--- src/rtl/conf_editor_if.sv ---
// Register-bank access port between the configuration editor (master) and
// the timing register bank (slave).
interface conf_editor_if #(
  parameter int DIGITS = 6
);
  logic [2:0]          selected_index;
  logic [DIGITS*4-1:0] selected_value;
  logic [DIGITS*4-1:0] selected_new_value;
  logic                selected_set;
  logic                conf_ready;

  modport master (
    output selected_index,
    output selected_new_value,
    output selected_set,
    input  selected_value,
    input  conf_ready
  );

  modport slave (
    input  selected_index,
    input  selected_new_value,
    input  selected_set,
    output selected_value,
    output conf_ready
  );
endinterface

--- src/rtl/conf_editor.sv ---
// Front-panel editor for the timing register bank: browse entries, edit BCD
// digits in a local buffer, and commit with a one-cycle write strobe.
module conf_editor #(
  parameter int DIGITS  = 6,
  parameter int ENTRIES = 5,
  parameter int SETTLE  = 2
) (
  input  logic                clk,
  input  logic                rst,
  input  logic                ce,
  input  logic                btn_entry,
  input  logic                btn_digit,
  input  logic                btn_inc,
  input  logic                btn_dec,
  input  logic                btn_edit,
  input  logic                btn_cancel,
  conf_editor_if.master       bank,
  output logic [DIGITS*4-1:0] display_value,
  output logic [2:0]          cursor,
  output logic                editing,
  output logic                busy
);
  localparam int W  = DIGITS * 4;
  localparam int CW = (SETTLE < 1) ? 1 : $clog2(SETTLE + 1);
  localparam logic [CW:0] SETTLE_V = (CW + 1)'(SETTLE);

  typedef enum logic [1:0] {BROWSE, EDIT, COMMIT, WAIT} state_t;

  state_t        state;
  logic [W-1:0]  buffer;
  logic [W-1:0]  edited;
  logic [CW-1:0] settle_cnt;
  logic [CW:0]   settle_next;
  logic [3:0]    cur_nibble;
  logic [3:0]    inc_nibble;
  logic [3:0]    dec_nibble;

  // Digit under the cursor and the buffer with that digit stepped; a
  // non-BCD nibble snaps to 0 on increment and 9 on decrement.
  always_comb begin
    cur_nibble = 4'd0;
    for (int i = 0; i < DIGITS; i++)
      if (cursor == 3'(i)) cur_nibble = buffer[i*4 +: 4];
    inc_nibble = (cur_nibble >= 4'd9) ? 4'd0 : cur_nibble + 4'd1;
    dec_nibble = (cur_nibble == 4'd0 || cur_nibble > 4'd9) ? 4'd9 : cur_nibble - 4'd1;
    edited = buffer;
    for (int i = 0; i < DIGITS; i++)
      if (cursor == 3'(i)) edited[i*4 +: 4] = btn_inc ? inc_nibble : dec_nibble;
  end

  assign settle_next = {1'b0, settle_cnt} + 1'b1;

  always_ff @(posedge clk or posedge rst) begin
    if (rst) begin
      state               <= BROWSE;
      bank.selected_index <= '0;
      bank.selected_set   <= 1'b0;
      buffer              <= '0;
      cursor              <= '0;
      editing             <= 1'b0;
      busy                <= 1'b0;
      settle_cnt          <= '0;
    end else if (ce) begin
      case (state)
        BROWSE: begin
          if (btn_edit) begin
            buffer  <= bank.selected_value;
            cursor  <= '0;
            editing <= 1'b1;
            state   <= EDIT;
          end else if (btn_entry) begin
            bank.selected_index <= (bank.selected_index == 3'(ENTRIES - 1)) ?
                                   3'd0 : bank.selected_index + 3'd1;
          end
        end
        EDIT: begin
          if (btn_cancel) begin
            editing <= 1'b0;
            state   <= BROWSE;
          end else if (btn_edit) begin
            editing <= 1'b0;
            busy    <= 1'b1;
            state   <= COMMIT;
          end else if (btn_digit) begin
            cursor <= (cursor == 3'(DIGITS - 1)) ? 3'd0 : cursor + 3'd1;
          end else if (btn_inc ^ btn_dec) begin
            buffer <= edited;
          end
        end
        COMMIT: begin
          if (bank.conf_ready) begin
            bank.selected_set <= 1'b1;
            settle_cnt        <= '0;
            state             <= WAIT;
          end
        end
        WAIT: begin
          // The strobe lasts exactly one ce cycle; the counter saturates so a
          // long conversion cannot wrap it back below the settle threshold.
          bank.selected_set <= 1'b0;
          settle_cnt <= (settle_next >= SETTLE_V) ? SETTLE_V[CW-1:0] : settle_next[CW-1:0];
          if (settle_next >= SETTLE_V && bank.conf_ready) begin
            busy  <= 1'b0;
            state <= BROWSE;
          end
        end
        default: state <= BROWSE;
      endcase
    end
  end

  assign bank.selected_new_value = buffer;
  assign display_value = (state == BROWSE) ? bank.selected_value : buffer;
endmodule

--- src/flat_wrapper.sv ---
// flat-port wrapper written by rule: the top's interface ports become plain ports
module conf_editor_flat 
#(
  parameter int DIGITS  = 6,
  parameter int ENTRIES = 5,
  parameter int SETTLE  = 2
)
  (clk, rst, ce, btn_entry, btn_digit, btn_inc, btn_dec, btn_edit, btn_cancel, display_value, cursor, editing, busy, bank_selected_index, bank_selected_new_value, bank_selected_set, bank_selected_value, bank_conf_ready);
  conf_editor_if #(.DIGITS(DIGITS)) bank_i ();
  input  logic clk;
  input  logic rst;
  input  logic ce;
  input  logic btn_entry;
  input  logic btn_digit;
  input  logic btn_inc;
  input  logic btn_dec;
  input  logic btn_edit;
  input  logic btn_cancel;
  output logic [DIGITS*4-1:0] display_value;
  output logic [2:0] cursor;
  output logic editing;
  output logic busy;
  output wire logic [$bits(bank_i.selected_index)-1:0] bank_selected_index;
  output wire logic [$bits(bank_i.selected_new_value)-1:0] bank_selected_new_value;
  output wire logic [$bits(bank_i.selected_set)-1:0] bank_selected_set;
  input wire logic [$bits(bank_i.selected_value)-1:0] bank_selected_value;
  input wire logic [$bits(bank_i.conf_ready)-1:0] bank_conf_ready;
  assign bank_selected_index = bank_i.selected_index;
  assign bank_selected_new_value = bank_i.selected_new_value;
  assign bank_selected_set = bank_i.selected_set;
  assign bank_i.selected_value = bank_selected_value;
  assign bank_i.conf_ready = bank_conf_ready;
  conf_editor #(.DIGITS(DIGITS), .ENTRIES(ENTRIES), .SETTLE(SETTLE)) u_core (.clk(clk), .rst(rst), .ce(ce), .btn_entry(btn_entry), .btn_digit(btn_digit), .btn_inc(btn_inc), .btn_dec(btn_dec), .btn_edit(btn_edit), .btn_cancel(btn_cancel), .bank(bank_i), .display_value(display_value), .cursor(cursor), .editing(editing), .busy(busy));
endmodule
--- config.mk ---
export PLATFORM = sky130hd
export DESIGN_NAME = conf_editor_flat
export DESIGN_NICKNAME = d
export VERILOG_FILES = /design/src/rtl/conf_editor_if.sv /design/src/rtl/conf_editor.sv /design/src/flat_wrapper.sv
export SDC_FILE = /design/constraint.sdc
export NUM_CORES = 1
export LEC_CHECK = 0
export CORE_MARGIN = 2
export CORE_UTILIZATION = 35
export CTS_CLUSTER_SIZE = 25
export DETAILED_ROUTE_END_ITERATION = 8
export GPL_TIMING_DRIVEN = 0
export PLACE_DENSITY = 0.64
export SKIP_CTS_REPAIR_TIMING = 1
export SYNTH_ARGS = -nofsm -noshare
export SYNTH_HDL_FRONTEND = slang
export SYNTH_SLANG_ARGS = --single-unit
--- constraint.sdc ---
create_clock -name clk -period 3.7 [get_ports clk]
set_input_delay 0.74 -clock clk [delete_from_list [all_inputs] [get_ports clk]]
set_output_delay 0.74 -clock clk [all_outputs]
set_load 0.005 [all_outputs]
Word-level counts from Yosys, hierarchy flattened
Cells that the tools add are included.
{ "op_classes": {"addsub": 5, "multipliers": 0, "div_mod_pow": 0, "magnitude_cmp": 3, "eq_ne": 25, "shift": 0, "mux": 47, "bitwise_logic": 2, "reduce_logical": 20} }
{ "op_table": {"columns": ["operator", "count"], "rows": [
  ["24-bit two-way mux", 6],
  ["4-bit two-way mux", 15],
  ["24-bit one-hot mux with 2 select lines", 1],
  ["8-bit AND reduction", 6],
  ["3-bit two-way mux", 6],
  ["2-bit by 1-bit != test with 1-bit output (second input constant)", 8],
  ["2-bit two-way mux", 7],
  ["2-bit != test (second input constant)", 7],
  ["5-bit AND reduction", 2],
  ["3-bit equality test (second input constant)", 3],
  ["2-bit one-hot mux with 4 select lines", 1],
  ["4-bit AND reduction", 2],
  ["3-bit by 1-bit adder with 3-bit output (second input constant)", 2],
  ["3-bit by 2-bit equality test with 1-bit output (second input constant)", 2],
  ["1-bit two-way mux", 6],
  ["1-bit one-hot mux with 2 select lines", 3],
  ["3-bit one-hot mux with 2 select lines", 1],
  ["6-bit AND reduction", 1],
  ["2-bit nonzero test", 3],
  ["4-bit by 1-bit adder with 4-bit output (second input constant)", 1],
  ["2-bit equality test (second input constant)", 2],
  ["4-bit >= comparator (second input constant)", 1],
  ["4-bit greater-than comparator (second input constant)", 1],
  ["4-bit logical NOT", 1],
  ["other kinds (14)", 14]
]} }
{ "totals": {"register_bits": 37, "latchBits": 0, "mem_bits_rw": 0, "mem_bits_ro": 0, "in_bits": 34, "out_inout_bits": 57, "word_cells": 115, "mem_count": 0} }

Logic depth before layout (Yosys ltp)
{ "logic_depth": {"ltp_word": 17, "depth_mapped": 16, "mapped_depth_nobuf": 13} }

Least setup slack after synthesis
OpenSTA, ideal clock, no wires.
{ "synth_path": {"path_type": "register -> register", "from": "reg u_core.cursor[0]", "to": "reg u_core.buffer[5] (netlist: u_core.bank.selected_new_value[5])", "t_arrival_ns": 3.067, "slack_ns": 0.550, "stages_incl_launch_ff": 14, "period_less_slack_ns": 3.150, "path_cell_list": "dfrtp_1 > buf_2 > buf_6 > and2_1 > ha_1 > buf_2 > or3b_2 > a21oi_1 > nor4_4 > inv_2 > ha_1 > a311o_1 > a221o_1 > a22oi_2"} }
{ "synth_between": {"elab_chain_len": 17, "word_cells_on_any_way": 29, "classes_between": "2 x add/sub; 2 x order compare; 6 x eq/ne; 15 x mux; 4 x reduce/logical"} }
{ "synth_lines": {"columns": ["item", "line_no", "text"], "rows": [
  ["from (decl)", "conf_editor.sv:19", "output logic [2:0] cursor,"],
  ["from (signal assigned)", "conf_editor.sv:85", "cursor <= (cursor == 3'(DIGITS - 1)) ? 3'd0 : cursor + 3'd1;"],
  ["3-bit logical NOT", "conf_editor.sv:43", "if (cursor == 3'(i)) cur_nibble = buffer[i*4 +: 4];"],
  ["4-bit two-way mux (6 in a row)", "conf_editor.sv:43", null],
  ["4-bit greater-than comparator / 4-bit logical NOT (equally long branches)", "conf_editor.sv:45", "dec_nibble = (cur_nibble == 4'd0 || cur_nibble > 4'd9) ? 4'd9 : cur_nibble - 4'd1;"],
  ["1-bit logical OR", "conf_editor.sv:45", null],
  ["4-bit two-way mux", "conf_editor.sv:45", null],
  ["4-bit two-way mux (2 in a row)", "conf_editor.sv:48", "if (cursor == 3'(i)) edited[i*4 +: 4] = btn_inc ? inc_nibble : dec_nibble;"],
  ["24-bit two-way mux", "conf_editor.sv:86", "end else if (btn_inc ^ btn_dec) begin"],
  ["24-bit two-way mux", "conf_editor.sv:84", "end else if (btn_digit) begin"],
  ["24-bit two-way mux", "conf_editor.sv:80", "end else if (btn_edit) begin"],
  ["24-bit two-way mux", "conf_editor.sv:77", "if (btn_cancel) begin"],
  ["24-bit one-hot mux with 2 select lines", "conf_editor.sv:64", "case (state)"],
  ["to (signal assigned)", "conf_editor.sv:67", "buffer <= bank.selected_value;"],
  ["to (signal assigned)", "conf_editor.sv:87", "buffer <= edited;"],
  ["to (decl)", "conf_editor.sv:30", "logic [W-1:0] buffer;"]
]} }
Several ways; a longest one is shown, not always the timed one. The select of a mux whose other input is x is not followed.
A chain may end at the register's enable or synchronous reset.

Final worst setup path
{ "layout_path": {"from": "reg u_core.cursor[0]", "to": "reg u_core.buffer[0] (netlist: u_core.bank.selected_new_value[0])"} }
{ "layout_between": {"elab_chain_len": 17, "word_cells_on_any_way": 29, "classes_between": "2 x add/sub; 2 x order compare; 6 x eq/ne; 15 x mux; 4 x reduce/logical"} }
{ "layout_lines": {"columns": ["item", "line_no"], "rows": [
  ["3-bit logical NOT", "conf_editor.sv:43, conf_editor.sv:48"],
  ["4-bit two-way mux (6 in a row)", "conf_editor.sv:43"],
  ["4-bit greater-than comparator / 4-bit logical NOT (equally long branches)", "conf_editor.sv:45"],
  ["1-bit logical OR", "conf_editor.sv:45"],
  ["4-bit two-way mux", "conf_editor.sv:45"],
  ["4-bit two-way mux (2 in a row)", "conf_editor.sv:48"],
  ["24-bit two-way mux", "conf_editor.sv:86"],
  ["24-bit two-way mux", "conf_editor.sv:84"],
  ["24-bit two-way mux", "conf_editor.sv:80"],
  ["24-bit two-way mux", "conf_editor.sv:77"],
  ["24-bit one-hot mux with 2 select lines", "conf_editor.sv:64"]
]} }
Several ways; a longest one is shown, not always the timed one. The select of a mux whose other input is x is not followed.

==> reports/results.tsv <==
metric	value	unit
status	finished clean	
Total Routed Length	9038	um
Worst slew margin	27.99	%
Yosys reg bits	37	
main combinational cell family by area after synthesis	compound AO/OA/AOI/OAI gates	
crit-path max FO	10	
fin worst setup slack	167.2	ps
initial core utilization	36.23	%
top cells by count, synth	dfrtp_1, nand2_1, nor2_1	
top post-synthesis cells by area	dfrtp_1, mux2_2, nand2_1	
IO buf count	87	
final core utilization	50.39	%
I/O pin count	91	
hold_ws	508.9	ps
first-pass GRT wire length	14170	um
area delta synth->final	39.08	%
library cells used by synthesis	55	
fill cell count	753	
CTS buffer count	5	
Row Count	32	
initial antenna violation count	0	
Crit Path Category	register to register	
measured slew at the worst slew-check pin	1071	ps
Hold/Removal Path Class	register to register	
Final setup viols	0	
share of post-route cells with drive strength above 1	12.03	%
reg2reg setup slack	170	ps
logic gate share of total power	71.7	%
Synth Area in Compound Gates	27.17	%
Post-Synth Adder-Cell Area	2.668	%
Synth Cell Area	2814	um^2
multiplexer area fraction after synthesis	10.85	%
clock-pin slew on the worst setup and hold paths	80	ps
width of the die	93.67	um
placer congestion estimate	0.8849	
Die Ht	93.67	um
leakage power	1.546	nW
Power Dens Cells	967.8	nW/um^2
post-layout min period	3533	ps
register area	925.9	um^2
dpl cell area	3812	um^2
CTS sink cnt	37	
WP buf/inv	4	
Worst VDD drop	0.0003191	V
Yosys top cell area share	32.90	%
Max stage delay on crit path	640	ps
Arrival @ worst endpoint	3670	ps
Via Count	3010	
synthesized instance count	331	
maxcap violations	0	
multi-input logic area	1750	um^2
DRT Pass-1 Iters	5	
core area	7767	um^2
Detailed Route Iter0 Violations	221	
DRC	0	
CTS root buffer	clkbuf_8	
ys async rst share	100.0	%
die area	8773	um^2
YS warnings	0	
net switching fraction of the power	45.56	%
Post-synth EDFFs	0	
Peak Freq	0.2831	GHz
Clk Latency, worst-skew pair	300	ps
total global-route track usage	20.61	%
cell taking the most area after synthesis	dfrtp_1	
GRT overflow	0	
Most used DFF post-synth	dfrtp_1	
sequential power share	21.0	%
Clk pwr share	7.2	%
final hold violations	0	
RSZ-0062 raised after global routing	no	
WP data required	3840	ps
Routed Antenna Nets	0	
Final Max Tran Viols	0	
Avg Vias per Cell	5.722	
clock skew	10.91	ps
CP Capture Type	register	
Final HPWL DP	6687	um
CTS tree	done	
internal power	2.062	mW
cell with the most instances after synthesis	dfrtp_1	
sequential fraction of the synthesis area	32.90	%
n_diodes	0	
syn_area_per_cell	8.501	um^2
post-place setup slack	131.3	ps
slowest CP cell	a221oi_2	
worst-case clock buffer depth	2	
H-tree depth	2	
largest net degree at the start of global routing	38	
xor/xnor cell area share of the yosys netlist	0.3112	%
fin nets	465	
critical path cell sequence	buf_2 -> buf_6 -> and2_1 -> ha_1 -> buf_2 -> or3b_2 -> a21oi_2 -> nor4_4 -> inv_2 -> ha_1 -> or2_2 -> nand2_1 -> a221oi_2 -> o31ai_1	
WL per Instance	17.18	um
family with the most delay on the worst path	compound AO/OA/AOI/OAI gates	
Worst Setup Start Kind	register	
Post-Syn Nets	371	
fin crit share	95.48	%
Post-Synth Simple-Gate Area	20.28	%
design area	3914	um^2
vias in the first global route	2803	
NetSw	1.726	mW
-- power by group through the flow --
stage	clock network, mW	logic, mW	registers (mW)
final	0.274	2.72	0.796
after detailed placement	0	2.63	0.802
after global routing	0.295	2.95	0.825
after CTS	0.282	2.64	0.795
after floorplan	0	1.53	0.772
after global placement	0	2.59	0.798
-- final cells by class --
class | count | area share (%)
buffer | 21 | 2.590
clock buffer | 5 | 1.758
timing repair buffer | 87 | 22.25
multi-input combinational | 256 | 44.73
sequential | 37 | 23.66
inverter | 17 | 1.630
tap | 102 | 3.261
clock inverter | 1 | 0.1279
-- sequential cells by signal (all words and copies together) (netlist names), named ones only --
signal	count
u_core.state	1
u_core.settle_cnt	2
u_core.cursor	3
u_core.editing	1
u_core.bank.selected_index	3
u_core.busy	1
u_core.bank.selected_set	1
u_core.bank.selected_new_value	24
-- tightest hold or removal path, stage by stage (launching register included) --
cell,delay [ps]
dfrtp_1,370
nand2_1,50
o31ai_1,60
-- cell usage in the layout (no fill, tap or decap), types with 2 or more instances in the layout --
master,instances
clkdlybuf4s50_1,87
nor2b_1,4
buf_6,2
ha_1,6
mux2_2,20
clkbuf_1,15
o211ai_1,5
and3_1,8
a21o_1,4
inv_1,15
dfrtp_1,37
nor4_1,2
a22oi_2,2
nor3b_1,2
inv_2,2
mux2i_1,8
nor3_1,8
nand2b_1,5
buf_2,2
o31ai_1,14
nand2_1,33
a22oi_1,6
nand3_1,7
o2111ai_1,2
o21ai_0,22
a21oi_1,17
nor2_1,32
or2_2,4
a311o_1,2
a31oi_1,11
a221o_1,2
or3_1,5
a221oi_4,2
clkbuf_8,5
-- logic make-up after synthesis --
| group | Yosys count |
|---|---|
| AOI/OAI and AO/OA | 105 |
| xor gates and xnor gates | 1 |
| adders and majority gates | 6 |
| buffers and inverters | 38 |
| DFF | 37 |
| muxes | 28 |
| and+or+nand+nor | 116 |
-- path summary, 6_finish.rpt --
check                                              startpoint                            endpoint  cells past startpoint
setup / recovery                             u_core.cursor[0]   u_core.bank.selected_new_value[0]                     14
hold / removal             u_core.bank.selected_new_value[14]  u_core.bank.selected_new_value[14]                      2
setup reg to reg                             u_core.cursor[0]   u_core.bank.selected_new_value[0]                     14
hold reg to reg            u_core.bank.selected_new_value[14]  u_core.bank.selected_new_value[14]                      2
max in group asynchronous                                 rst   u_core.bank.selected_new_value[8]                      2
min in group asynchronous                                 rst                    u_core.cursor[2]                      2
-- routing by layer --
metal / GRT usage (%) / vias up / share of wire [%]
met3: 3.933 / 22 / 6.5
met5: 0 / - / 0
li1: - / 1409 / -
met2: 33.81 / 133 / 47
met1: 26.93 / 1446 / 44
met4: 7.850 / 0 / 2.4
-- per-stage QoR --
| stage | power (mW) | std cells | setup TNS, ps |
|---|---|---|---|
| 2_1_floorplan | 2.301 | 331 | 0 |
| 3_3_place_gp | 3.383 | 520 | 0 |
| 3_5_place_dp | 3.430 | 520 | 0 |
| 4_1_cts | 3.719 | 526 | -749.5 |
| 5_1_grt | 4.067 | 526 | 0 |
| 6_report | 3.788 | 526 | 0 |
(Power assumes the default switching activity.)
